File: config.mk
export PLATFORM = sky130hd
export DESIGN_NAME = winner_take_all_unit
export DESIGN_NICKNAME = d
export VERILOG_FILES = /design/src/rtl/winner_take_all_unit.sv
export SDC_FILE = /design/constraint.sdc
export NUM_CORES = 1
export LEC_CHECK = 0
export ABC_AREA = 0
export BUFFER_PORTS_ARGS = -buffer_cell sky130_fd_sc_hd__buf_2
export CAP_MARGIN = 5
export CORE_MARGIN = 5
export CORE_UTILIZATION = 50
export DETAILED_ROUTE_END_ITERATION = 10
export GPL_ROUTABILITY_DRIVEN = 0
export PLACE_DENSITY_LB_ADDON = 0.05
export SYNTH_ARGS = -nofsm -noshare
export SYNTH_HDL_FRONTEND = slang
export SYNTH_SLANG_ARGS = --single-unit
File: constraint.sdc
create_clock -name clk -period 4.1 [get_ports clk]
set_input_delay 0.82 -clock clk [delete_from_list [all_inputs] [get_ports clk]]
set_output_delay 0.82 -clock clk [all_outputs]
set_load 0.01 [all_outputs]
File: src/rtl/winner_take_all_unit.sv
// rtl/winner_take_all_unit.sv - per-class spike counters with a sequential arg-max scan
// Optional macro WTA_TIE_FLAG_EN adds the tie output.
module winner_take_all_unit #(
  parameter int NUM_CLASS = 18,
  parameter int CNT_W     = 8,
  parameter int IDX_W     = 5
) (
  input  logic             clk,
  input  logic             rst_n,
  input  logic             clr_cnt,
  input  logic             spk_valid,
  input  logic [IDX_W-1:0] spk_class,
  input  logic             get_winner,
  output logic             infer_ready,
  output logic [IDX_W-1:0] winner,
  output logic [CNT_W-1:0] winner_cnt,
`ifdef WTA_TIE_FLAG_EN
  output logic             tie,
`endif
  output logic             busy
);

  localparam logic [IDX_W:0]   NUM_CLASS_W = (IDX_W+1)'(NUM_CLASS);
  localparam logic [IDX_W-1:0] LAST_IDX    = IDX_W'(NUM_CLASS - 1);
  localparam logic [CNT_W-1:0] CNT_MAX     = '1;

  typedef enum logic [1:0] {IDLE, SCAN, DONE} state_e;

  state_e           state_q;
  logic [CNT_W-1:0] cnt_q [NUM_CLASS];
  logic [IDX_W-1:0] idx_q;
  logic [IDX_W-1:0] best_idx_q;
  logic [CNT_W-1:0] best_cnt_q;
  logic [IDX_W-1:0] winner_q;
  logic [CNT_W-1:0] winner_cnt_q;
  logic             infer_ready_q;

  logic             class_ok_d;
  logic [CNT_W-1:0] scan_cnt_d;
  logic             take_d;

  assign class_ok_d = ({1'b0, spk_class} < NUM_CLASS_W);
  assign scan_cnt_d = cnt_q[idx_q];
  // Strictly greater keeps the earliest (lowest) index on ties.
  assign take_d     = (scan_cnt_d > best_cnt_q);

`ifdef WTA_TIE_FLAG_EN
  logic tie_seen_q;
  logic tie_q;
  assign tie = tie_q;
`endif

  always_ff @(posedge clk) begin
    if (!rst_n || clr_cnt) begin
      state_q       <= IDLE;
      idx_q         <= '0;
      best_idx_q    <= '0;
      best_cnt_q    <= '0;
      winner_q      <= '0;
      winner_cnt_q  <= '0;
      infer_ready_q <= 1'b0;
      for (int i = 0; i < NUM_CLASS; i++) cnt_q[i] <= '0;
`ifdef WTA_TIE_FLAG_EN
      tie_seen_q    <= 1'b0;
      tie_q         <= 1'b0;
`endif
    end else begin
      infer_ready_q <= 1'b0;
      case (state_q)
        IDLE: begin
          if (spk_valid && class_ok_d && (cnt_q[spk_class] != CNT_MAX))
            cnt_q[spk_class] <= cnt_q[spk_class] + CNT_W'(1);
          if (get_winner) begin
            state_q    <= SCAN;
            idx_q      <= '0;
            best_idx_q <= '0;
            best_cnt_q <= '0;
`ifdef WTA_TIE_FLAG_EN
            tie_seen_q <= 1'b0;
            tie_q      <= 1'b0;
`endif
          end
        end
        SCAN: begin
          if (take_d) begin
            best_cnt_q <= scan_cnt_d;
            best_idx_q <= idx_q;
`ifdef WTA_TIE_FLAG_EN
            tie_seen_q <= 1'b0;
          end else if ((scan_cnt_d == best_cnt_q) && (best_cnt_q != '0)) begin
            tie_seen_q <= 1'b1;
`endif
          end
          idx_q <= idx_q + IDX_W'(1);
          if (idx_q == LAST_IDX) state_q <= DONE;
        end
        DONE: begin
          winner_q      <= best_idx_q;
          winner_cnt_q  <= best_cnt_q;
          infer_ready_q <= 1'b1;
          state_q       <= IDLE;
`ifdef WTA_TIE_FLAG_EN
          tie_q         <= tie_seen_q;
`endif
        end
        default: state_q <= IDLE;
      endcase
    end
  end

  assign infer_ready = infer_ready_q;
  assign winner      = winner_q;
  assign winner_cnt  = winner_cnt_q;
  assign busy        = (state_q != IDLE);

endmodule

==> results.md, run 1 <==
| Step | Metric | Reported |
|:---|:---|:---|
| route | Total via count after detailed routing | 10200 |
| global routing | Largest net degree at the start of global routing | 44 |
| clocking | Clock-pin slew on the worst setup and hold paths | 60 ps |
| worst hold path | Min-delay worst type | reg -> reg |
| route | Pre-antenna DRT Iters | 5 |
| clocking | Number of buffers inserted to repair setup after CTS | 0 |
| logic synthesis | Post-synth EDFFs | 256 |
| setup path | Startpoint Class | flop |
| placement | Port Buf Inserts | 24 |
| die | Overall die width | 183 microns |
| sta | Transition time at the pin with the least slew margin | 916 ps |
| logic synthesis | Post-synthesis area per instance | 13.7 sq um |
| sta | Final count of hold timing violations | 0 |
| cells and area | Layout Area Growth over Synthesis | 17.5% |
| cells and area | Filler Cell Count | 2481 |
| clocking | Number of resized instances in the post-cts repair step | 0 |
| clocking | Sink count of the clock tree | 295 |
| setup path | Setup Crit Path Kind | reg -> reg |
| logic synthesis | Predominant post-synthesis flop cell | edfxtp_1 |
| setup path | Biggest fanout along the worst timing path | 29 |
| setup path | Critical Path Slowest Stage Cell | mux4_2 |
| die | IO Pins | 25 |
| logic synthesis | Syn Inst Count | 1096 |
| placement | DP Cell Count | 1641 |
| die | Height of the die | 183 microns |
| route | Number of remaining DRC errors | 0 |
| setup path | Largest stage delay on the critical path | 550 ps |
| logic synthesis | Synth Area in XOR/XNOR | 0.00116 |
| sta | Setup TNS | 0 ps |
| power | Post-layout power | 7.17 mW |
| logic synthesis | Register bit total from synthesis | 295 |
| logic synthesis | Number of distinct library cell variants in the gate-level netlist after synthesis | 57 |
| sta | Fraction of the cycle the final worst path needs | 0.898 |
| clocking | Clock tree from TritonCTS | yes |
| placement | Placement-stage worst setup slack | 92.6 ps |
| sta | Worst-case headroom to the max-slew limit | 0.388 |
| placement | Placed cell areas | 16600 sq um |
| setup path | Family with the most delay on the worst path | multiplexers |
| clocking | Clock H-tree levels | 2 |
| die | Overall die area | 33700 sq um |
| setup path | Kind of end point of the critical path | flop |
| sta | RSZ-0062 raised after global routing | false |
| global routing | Overall routing resource usage | 0.248 |
| global routing | Wire length of the first global-routing pass | 63.4 mm |
| logic synthesis | Async set-or-reset flop fraction in the synthesized netlist | 0 |
| logic synthesis | Area leader, netlist | edfxtp_1 |
| cells and area | Layout Cells excl Fill | 1701 |
| sta | Worst hold-check slack | 449 ps |
| cells and area | Area of all placed cells without fillers | 17700 sq um |
| setup path | CP arrival | 4120 ps |
| sta | Worst Skew | 13.2 ps |
| sta | Setup violators final | 0 |
| cells and area | Fraction of layout instances using a drive strength above 1 | 0.232 |
| route | Detailed-route vias per instance | 6.00 |
| clocking | Maximum buffer depth of the clock tree | 3 |
| logic synthesis | Synth Area in Compound Gates | 0.0578 |
| cells and area | Post-layout util | 0.597 |
| clocking | Clock Latency Late Sink | 510 ps |
| clocking | Number of buffers inserted during clock tree synthesis | 34 |
| logic synthesis | Top area cells in the synthesized netlist | edfxtp_1 51%, mux4_2 12%, mux2i_1 8.4% |
| sta | F_max | 0.272 GHz |
| clocking | Number of hold-repair buffers added at the cts stage | 0 |
| global routing | GRT Residual Overflow | 0 |
| setup path | Combined buffer and inverter count along the critical path | 2 |
| route | Starting DRC count in detailed routing | 977 |
| cells and area | Total inserted antenna cells | 0 |
| logic synthesis | Simple-gate area share of the yosys netlist | 0.114 |
| status | Outcome | finished, final reports clean |
| logic synthesis | Most frequently used cell type in the post-synthesis netlist | edfxtp_1 |
| die | Starting density of the core | 0.508 |
| sta | Time the final worst path needs with I/O delays and setup | 3680 ps |
| logic synthesis | Count of synthesis-stage warnings from yosys | 0 |
| clocking | Root buffer cell | clkbuf_16 |
| sta | Pins over their slew limit | 0 |
| logic synthesis | Fraction of post-synthesis cell area in the top cell type by area | 0.511 |
| global routing | Initial antenna violation count | 0 |
| die | Placeable Area | 29600 sq um |
| logic synthesis | Post-Synthesis Cell Area | 15000 sq um |
| power | Peak supply drop | 0.000285 V |
| setup path | Required time reported for the critical path endpoint | 4540 ps |
| setup path | Worst-path cell chain | buf_12 -> mux4_2 -> mux4_2 -> mux2_2 -> ha_1 -> nor2b_1 -> o21a_1 -> o21a_1 -> o21bai_1 -> a21oi_1 -> buf_4 -> mux2_2 -> nor2_1 |
| route | Total wire length | 40.9 mm |
| placement | DP Wirelength | 28.7 mm |
| logic synthesis | Sequential cell area fraction in the yosys report | 0.563 |
| job | Max Cap Viol | 0 |
| route | Average routed wire per standard cell | 24.0 microns |
| power | Ratio of total power to cell area | 405 nW/um^2 |
| global routing | Via count of the first global-routing pass | 10400 |
| logic synthesis | Top cells by count, synth | 256 x edfxtp_1, 127 x mux2i_1, 99 x nor3_1 |
| cells and area | Final Net Count | 1308 |
| route | Post-detailed-route count of antenna-violating nets | 0 |
| logic synthesis | Post-Synth Adder-Cell Area | 0.00915 |
| die | Total number of placement rows | 63 |
| sta | Smallest setup slack after layout | 419 ps |
| logic synthesis | Dominant combinational cell family by area after synthesis | multiplexers |
| power | Static leakage | 6.61 nW |
| logic synthesis | Proportion of synthesized area in mux cells | 0.212 |
==> worst min-delay path: cells and delay by family, from the launching register on <==
kind / cells / cell delay [ps]
and+or+nand+nor: 1 / 50
AOI/OAI and AO/OA: 1 / 50
DFF: 1 / 300
==> area by class of cell <==
type | instances | area (sq um) | share of cell area
flip-flops and latches | 295 | 8470 | 0.479
repair buffers | 149 | 1190 | 0.0673
inverters | 11 | 41.3 | 0.00234
clock inverters | 13 | 133 | 0.00750
clock buffers | 47 | 966 | 0.0546
multi-input cells | 796 | 6390 | 0.361
well taps | 390 | 488 | 0.0276
==> worst paths after layout <==
check | to | slack, ps | startpoint | depth (start not counted)
hold reg to reg | winner[3]$_SDFFE_PP0P_ | 450 | winner[3]$_SDFFE_PP0P_ | 2
setup reg to reg | best_cnt_q[0]$_SDFFE_PP0P_ | 420 | flop | 13
hold / removal | winner[3]$_SDFFE_PP0P_ | 450 | winner[3]$_SDFFE_PP0P_ | 2
setup / recovery | best_cnt_q[0]$_SDFFE_PP0P_ | 420 | flop | 13
==> cell families after synthesis <==
group | Yosys count
muxes | 217
buffers and inverters | 116
DFF | 295
adders and majority gates | 11
xor gates and xnor gates | 2
AOI/OAI and AO/OA | 131
and+or+nand+nor | 323
other | 1
==> per-layer routing <==
metal | GRT usage | vias to the layer above | wire length (microns)
met5 | 0 | - | 0
met4 | 0.0775 | 0 | 1210
met3 | 0.0410 | 56 | 2810
met2 | 0.393 | 385 | 19200
met1 | 0.356 | 5132 | 17700
li1 | - | 4627 | -
==> sequential cells by signal, summed over array words and instances (netlist names), named ones only <==
name         flops
winner           5
state_q          2
winner_cnt       8
cnt_q          256
infer_ready      1
best_cnt_q       8
idx_q            5
best_idx_q       5
==> power breakdown <==
group / internal, mW / total, mW / switching, mW
combinational: 0.275 / 0.717 / 0.442
clock: 1.83 / 3.00 / 1.17
sequential: 3.38 / 3.45 / 0.0683
total: 5.49 / 7.17 / 1.68
==> placed cells by master, fill, tap and decap left out, types with 4 or more instances in the layout <==
cell type	n
clkinv_1	7
ha_1	11
nand2_1	54
a21oi_1	36
nor4_1	34
mux4_2	81
o21a_1	4
o21ai_0	13
a22oi_1	57
o21ai_1	7
inv_1	10
nand3_1	47
mux2_2	9
mux2i_1	127
buf_2	23
nand3b_1	13
clkbuf_1	8
nor3_1	99
nand4_1	10
nand2b_1	6
clkinv_2	4
nor2b_1	6
edfxtp_1	256
nor2_1	22
buf_4	115
and3_1	4
conb_1	112
buf_12	10
nor4b_1	6
clkbuf_16	37
dfxtp_1	37
Note: power is estimated with default switching activity, not from simulation.
==> inputs of run 2 (changes only) <==
Settings changed: CTS_BUF_LIST set to sky130_fd_sc_hd__clkbuf_4 sky130_fd_sc_hd__clkbuf_8.
Clock period 4.1 ns to 4.3 ns, I/O delays scaled along.
==> run 2 against run 1 <==
Against the previous run: final cell count up 1.8%; routed wire length up 2.6%; cell area down 0.75%.
==> results.md, run 2 (synthesis gave the netlist of run 1 again) <==
| Step | Metric | Reported |
|:---|:---|:---|
| sta | RSZ-0062 raised after global routing | false |
| power | Combinational cell fraction of total power | 0.107 |
| die | Total number of placement rows | 63 |
| die | Placeable Area | 29600 sq um |
| cells and area | Leading cell types in the layout, fill and taps excluded | 256 x edfxtp_1, 127 x mux2i_1, 114 x buf_4 |
| global routing | GRT Residual Overflow | 0 |
| die | Height of the die | 183 microns |
| job | Max Cap Viol | 0 |
| setup path | CP arrival | 4210 ps |
| power | Post-layout power | 6.43 mW |
| worst hold path | Min-delay worst type | reg -> reg |
| clocking | Clock Latency Late Sink | 570 ps |
| route | Total wire length | 42.0 mm |
| route | Detailed-route vias per instance | 6.05 |
| route | Pre-antenna DRT Iters | 5 |
| sta | F_max | 0.270 GHz |
| sta | Final count of hold timing violations | 0 |
| power | Switching pwr | 1.60 mW |
| route | Starting DRC count in detailed routing | 1064 |
| cells and area | Most flop-heavy register | cnt_q |
| setup path | Critical Path Slowest Stage Cell | mux4_2 |
| placement | DP Wirelength | 29.1 mm |
| route | Post-detailed-route count of antenna-violating nets | 0 |
| route | Average routed wire per standard cell | 24.2 microns |
| sta | Setup TNS | 0 ps |
| setup path | Kind of end point of the critical path | flop |
| cells and area | Layout Area Growth over Synthesis | 16.6% |
| global routing | Via count of the first global-routing pass | 10400 |
| sta | Worst Skew | 19.9 ps |
| setup path | Largest stage delay on the critical path | 590 ps |
| status | Outcome | finished, final reports clean |
| clocking | Number of resized instances in the post-cts repair step | 0 |
| power | Static leakage | 6.59 nW |
| setup path | Setup Crit Path Kind | reg -> reg |
| clocking | Maximum buffer depth of the clock tree | 3 |
| route | Number of remaining DRC errors | 0 |
| route | Total via count after detailed routing | 10500 |
| placement | Port Buf Inserts | 24 |
| cells and area | Layout Cells excl Fill | 1731 |
| clocking | Clock tree from TritonCTS | yes |
| sta | Setup violators final | 0 |
| clocking | Number of buffers inserted during clock tree synthesis | 50 |
| power | Switching fraction of total power | 0.249 |
| clocking | Number of buffers inserted to repair setup after CTS | 0 |
| cells and area | Filler Cell Count | 2509 |
| die | Overall die area | 33700 sq um |
| power | Clk pwr share | 0.382 |
| power | Ratio of total power to cell area | 367 nW/um^2 |
| clocking | Sink count of the clock tree | 295 |
| clocking | Clock H-tree levels | 2 |
| power | Internal portion of total power | 4.83 mW |
| sta | Fraction of the cycle the final worst path needs | 0.861 |
| die | IO Pins | 25 |
| setup path | Startpoint Class | flop |
| clocking | Root buffer cell | clkbuf_8 |
| die | Overall die width | 183 microns |
| die | Starting density of the core | 0.508 |
| global routing | Largest net degree at the start of global routing | 37 |
| clocking | Clock-pin slew on the worst setup and hold paths | 60 ps |
| cells and area | Max reg flops | 256 |
| sta | Pins over their slew limit | 0 |
| setup path | Biggest fanout along the worst timing path | 36 |
| global routing | Overall routing resource usage | 0.249 |
| sta | Worst-case headroom to the max-slew limit | 0.270 |
| sta | Time the final worst path needs with I/O delays and setup | 3700 ps |
| placement | DP Cell Count | 1641 |
| sta | Smallest setup slack after layout | 596 ps |
| clocking | Number of hold-repair buffers added at the cts stage | 0 |
| setup path | Worst-path cell chain | buf_12 -> mux4_2 -> mux4_2 -> mux2_2 -> ha_1 -> nor2b_1 -> o21a_1 -> o21a_1 -> o21bai_1 -> a21oi_1 -> buf_4 -> mux2_2 -> nor2_1 |
| power | Peak supply drop | 0.000231 V |
| power | Seq pwr share | 0.511 |
| setup path | Flop2flop setup slack | 600 ps |
| cells and area | Final Net Count | 1324 |
| cells and area | Post-layout util | 0.592 |
| global routing | Wire length of the first global-routing pass | 63.5 mm |
| setup path | Required time reported for the critical path endpoint | 4810 ps |
| cells and area | Commonest non-fill, non-tap cell in the layout | edfxtp_1 |
| sta | Transition time at the pin with the least slew margin | 1090 ps |
| cells and area | Fraction of layout instances using a drive strength above 1 | 0.252 |
| placement | Placement-stage worst setup slack | 165 ps |
| global routing | Initial antenna violation count | 1 |
| cells and area | Total inserted antenna cells | 0 |
==> run 2: critical path: cells and delay by family (launching register included) <==
kind,cells,cell delay [ps]
AO/OA/AOI/OAI,4,430
adder cells (fa/ha/maj),1,300
buffers and inverters,2,510
flip-flops,1,370
multiplexers,4,1760
AND/OR/NAND/NOR,2,200
==> run 2: metrics by stage <==
step | hold slack (ps) | instance area, sq um
final | 452 | 17500
after global routing | 469 | 17500
after global placement | 439 | 16600
after floorplan | 432 | 15500
after CTS | 454 | 17500
after detailed placement | 445 | 16600
==> run 2: routing by layer <==
layer | global-route usage | wire length (microns)
met3 | 0.0437 | 3140
met5 | 0 | 13
met2 | 0.395 | 19500
met1 | 0.349 | 17800
met4 | 0.0867 | 1440
==> run 2: final timing paths <==
path                                                   end                    from  cells past startpoint
worst max-delay path            best_cnt_q[0]$_SDFFE_PP0P_                    flop                     13
worst min-delay path                winner[2]$_SDFFE_PP0P_  winner[2]$_SDFFE_PP0P_                      2
worst max register to register  best_cnt_q[0]$_SDFFE_PP0P_                    flop                     13
worst min register to register      winner[2]$_SDFFE_PP0P_  winner[2]$_SDFFE_PP0P_                      2
==> run 2: cell type report <==
cell class | instances | area [sq um] | area share
multi-input combinational | 796 | 6390 | 0.364
clock inverter | 14 | 60.1 | 0.00342
sequential | 295 | 8470 | 0.483
inverter | 11 | 41.3 | 0.00235
clock buffer | 76 | 908 | 0.0518
tap | 390 | 488 | 0.0278
timing repair buffer | 149 | 1190 | 0.0677
==> run 2: power groups by stage <==
stage	combinational, mW	sequential, mW	clock [mW]
final	0.691	3.29	2.45
after global placement	0.678	3.34	0
after floorplan	0.418	3.32	0
after detailed placement	0.677	3.35	0
after global routing	0.727	3.30	2.64
after CTS	0.679	3.29	2.50
==> inputs of run 3 (changes only) <==
Settings changed: ABC_AREA 0 to 1.
==> run 3 against run 2 <==
Against the previous run: sequential power is essentially flat; sequential cell count unchanged; routed wire length up 14%; utilization shrank 1.3 points; register-to-register slack got worse by 220 ps; non-clock buffer count down 40; critical path type unchanged; largest cell class unchanged; largest power group unchanged; worst setup slack worse by 220 ps.
==> results.md, run 3 <==
| Step | Metric | Reported |
|:---|:---|:---|
| status | Outcome | finished, final reports clean |
| global routing | Via count of the first global-routing pass | 12600 |
| logic synthesis | Predominant post-synthesis flop cell | edfxtp_1 |
| worst hold path | Min-delay worst type | reg -> reg |
| logic synthesis | Count of synthesis-stage warnings from yosys | 0 |
| route | Post-detailed-route count of antenna-violating nets | 0 |
| clocking | Maximum buffer depth of the clock tree | 3 |
| placement | DP Wirelength | 32.8 mm |
| logic synthesis | Post-Synthesis Cell Area | 15200 sq um |
| sta | Pins over their slew limit | 0 |
| cells and area | Total inserted antenna cells | 0 |
| route | Total via count after detailed routing | 13300 |
| sta | F_max | 0.255 GHz |
| placement | Port Buf Inserts | 24 |
| setup path | Startpoint Class | flop |
| logic synthesis | Fraction of post-synthesis cell area in the top cell type by area | 0.504 |
| clocking | Number of buffers inserted during clock tree synthesis | 51 |
| clocking | Clock Latency Late Sink | 580 ps |
| clocking | Clock H-tree levels | 2 |
| setup path | Family with the most delay on the worst path | compound AO/OA/AOI/OAI gates |
| sta | Worst Skew | 29.8 ps |
| global routing | Wire length of the first global-routing pass | 73.0 mm |
| job | Max Cap Viol | 0 |
| placement | Placement-stage worst setup slack | 186 ps |
| logic synthesis | Sequential cell area fraction in the yosys report | 0.556 |
| logic synthesis | Register bit total from synthesis | 295 |
| route | Detailed-route vias per instance | 5.70 |
| power | Internal portion of total power | 4.82 mW |
| global routing | Overall routing resource usage | 0.280 |
| sta | Time the final worst path needs with I/O delays and setup | 3930 ps |
| sta | RSZ-0062 raised after global routing | false |
| power | Seq pwr share | 0.508 |
| clocking | Clock-pin slew on the worst setup and hold paths | 60 ps |
| logic synthesis | Async set-or-reset flop fraction in the synthesized netlist | 0 |
| cells and area | Most flop-heavy register | cnt_q |
| logic synthesis | Number of distinct library cell variants in the gate-level netlist after synthesis | 42 |
| setup path | Kind of end point of the critical path | flop |
| die | Placeable Area | 30300 sq um |
| setup path | Combined buffer and inverter count along the critical path | 4 |
| power | Peak supply drop | 0.000247 V |
| cells and area | Post-layout util | 0.579 |
| cells and area | Layout Area Growth over Synthesis | 15.3% |
| sta | Fraction of the cycle the final worst path needs | 0.913 |
| sta | Setup TNS | 0 ps |
| setup path | Required time reported for the critical path endpoint | 4800 ps |
| cells and area | Final Net Count | 1924 |
| logic synthesis | Top area cells in the synthesized netlist | edfxtp_1 50%, nor2_1 7.8%, nand2_1 7.0% |
| logic synthesis | Post-synth EDFFs | 256 |
| power | Switching fraction of total power | 0.256 |
| global routing | Largest net degree at the start of global routing | 65 |
| setup path | Biggest fanout along the worst timing path | 41 |
| die | Height of the die | 185 microns |
| logic synthesis | Syn Inst Count | 1744 |
| logic synthesis | Area leader, netlist | edfxtp_1 |
| die | Overall die area | 34100 sq um |
| cells and area | Max reg flops | 256 |
| power | Combinational cell fraction of total power | 0.092 |
| setup path | CP arrival | 4420 ps |
| sta | Transition time at the pin with the least slew margin | 864 ps |
| setup path | Critical Path Slowest Stage Cell | o311ai_0 |
| setup path | Setup Crit Path Kind | reg -> reg |
| setup path | Largest stage delay on the critical path | 540 ps |
| global routing | Initial antenna violation count | 2 |
| logic synthesis | Most frequently used cell type in the post-synthesis netlist | nor2_1 |
| route | Average routed wire per standard cell | 20.4 microns |
| power | Switching pwr | 1.66 mW |
| sta | Smallest setup slack after layout | 373 ps |
| route | Number of remaining DRC errors | 0 |
| clocking | Root buffer cell | clkbuf_8 |
| setup path | Worst-path cell chain | inv_4 -> buf_4 -> o21ai_0 -> a21oi_1 -> a21oi_1 -> o21ai_0 -> a31oi_1 -> ha_1 -> nand2_1 -> inv_1 -> nand4_1 -> o311ai_0 -> nand2_1 -> clkinvlp_4 -> nand2_1 -> a21oi_1 |
| power | Clk pwr share | 0.400 |
| die | Overall die width | 185 microns |
| cells and area | Commonest non-fill, non-tap cell in the layout | nor2_1 |
| power | Static leakage | 6.99 nW |
| die | IO Pins | 25 |
| global routing | GRT Residual Overflow | 0 |
| logic synthesis | Top cells by count, synth | 315 x nor2_1, 286 x nand2_1, 256 x edfxtp_1 |
| route | Starting DRC count in detailed routing | 1556 |
| clocking | Sink count of the clock tree | 295 |
| die | Starting density of the core | 0.502 |
| die | Total number of placement rows | 64 |
| sta | Final count of hold timing violations | 0 |
| sta | Worst-case headroom to the max-slew limit | 0.418 |
| logic synthesis | Post-synthesis area per instance | 8.74 sq um |
| route | Total wire length | 47.7 mm |
| sta | Setup violators final | 0 |
| clocking | Clock tree from TritonCTS | yes |
| power | Ratio of total power to cell area | 369 nW/um^2 |
| cells and area | Leading cell types in the layout, fill and taps excluded | 314 x nor2_1, 286 x nand2_1, 256 x edfxtp_1 |
| route | Pre-antenna DRT Iters | 5 |
| cells and area | Fraction of layout instances using a drive strength above 1 | 0.122 |
==> run 3: cell types whose count changed in the layout (fill, tap and decap cells not counted), sizes merged, moves of 40 or more <==
cell,previous run,this run
nand3,48,144
a21oi,37,110
a22oi,57,0
mux4,81,0
mux2i,127,0
buf,149,109
nor2,23,322
o21ai,21,207
inv,10,133
nor3,101,5
nand2,55,295
==> run 3: cells by family (layout without fill, tap and decap cells) <==
group,after synthesis,count (layout),synth area share
flip-flops,295,295,0.556
XOR/XNOR,1,1,0.000575
AO/OA/AOI/OAI,396,396,0.145
AND/OR/NAND/NOR,789,789,0.224
other,1,112,0.000246
buffers and inverters,251,340,0.0657
adder cells (fa/ha/maj),11,11,0.00903
==> run 3: final timing paths <==
kind	end	startpoint	depth (start not counted)	slack [ps]
max reg2reg	best_idx_q[0]$_SDFFE_PP0P_	flop	16	370
min	best_cnt_q[3]$_SDFFE_PP0P_	best_cnt_q[3]$_SDFFE_PP0P_	2	460
max	best_idx_q[0]$_SDFFE_PP0P_	flop	16	370
min reg2reg	best_cnt_q[3]$_SDFFE_PP0P_	best_cnt_q[3]$_SDFFE_PP0P_	2	460
==> run 3: worst min-delay path, cell delays in order, from the launching register on <==
cell and delay [ps]:
dfxtp_1 300, nand2_1 60, a21oi_1 50
==> run 3: cell type report <==
cell class              count  area, sq um
fillers                  2733        12800
flip-flops and latches    295         8470
multi-input cells        1309         6190
clock buffers              72          910
repair buffers            109          836
inverters                 137          523
well taps                 396          495
clock inverters            22          136
==> run 3: per-stage QoR <==
stage	cells	total power [mW]	area, sq um	hold WS (ps)
global route	2340	6.72	17600	484
CTS	2340	6.50	17600	466
finish	2340	6.48	17600	463
global placement	2246	3.92	16500	452
detailed placement	2246	3.92	16500	457
floorplan	1855	3.69	15700	441
==> run 3: layer usage <==
| metal | track usage | wire, microns |
|---|---|---|
| met1 | 0.384 | 19800 |
| met4 | 0.117 | 2070 |
| met2 | 0.441 | 21600 |
| met5 | 0 | 15 |
| met3 | 0.0527 | 4290 |
==> run 3: what timing repair did <==
| action | 4_1_cts | 5_1_grt |
|---|---|---|
| endpoints found under the setup margin | 0 | 13 |
| hold buffers | 0 | 0 |
| gates resized for setup | 0 | 3 |
| buffers inserted | 0 | 0 |
==> run 3: power groups by stage <==
stage | Combinational, mW | Clock [mW] | Sequential, mW
2_1_floorplan | 0.373 | 0 | 3.32
3_3_place_gp | 0.575 | 0 | 3.35
3_5_place_dp | 0.579 | 0 | 3.35
4_1_cts | 0.581 | 2.64 | 3.29
5_1_grt | 0.652 | 2.77 | 3.30
6_report | 0.598 | 2.59 | 3.29
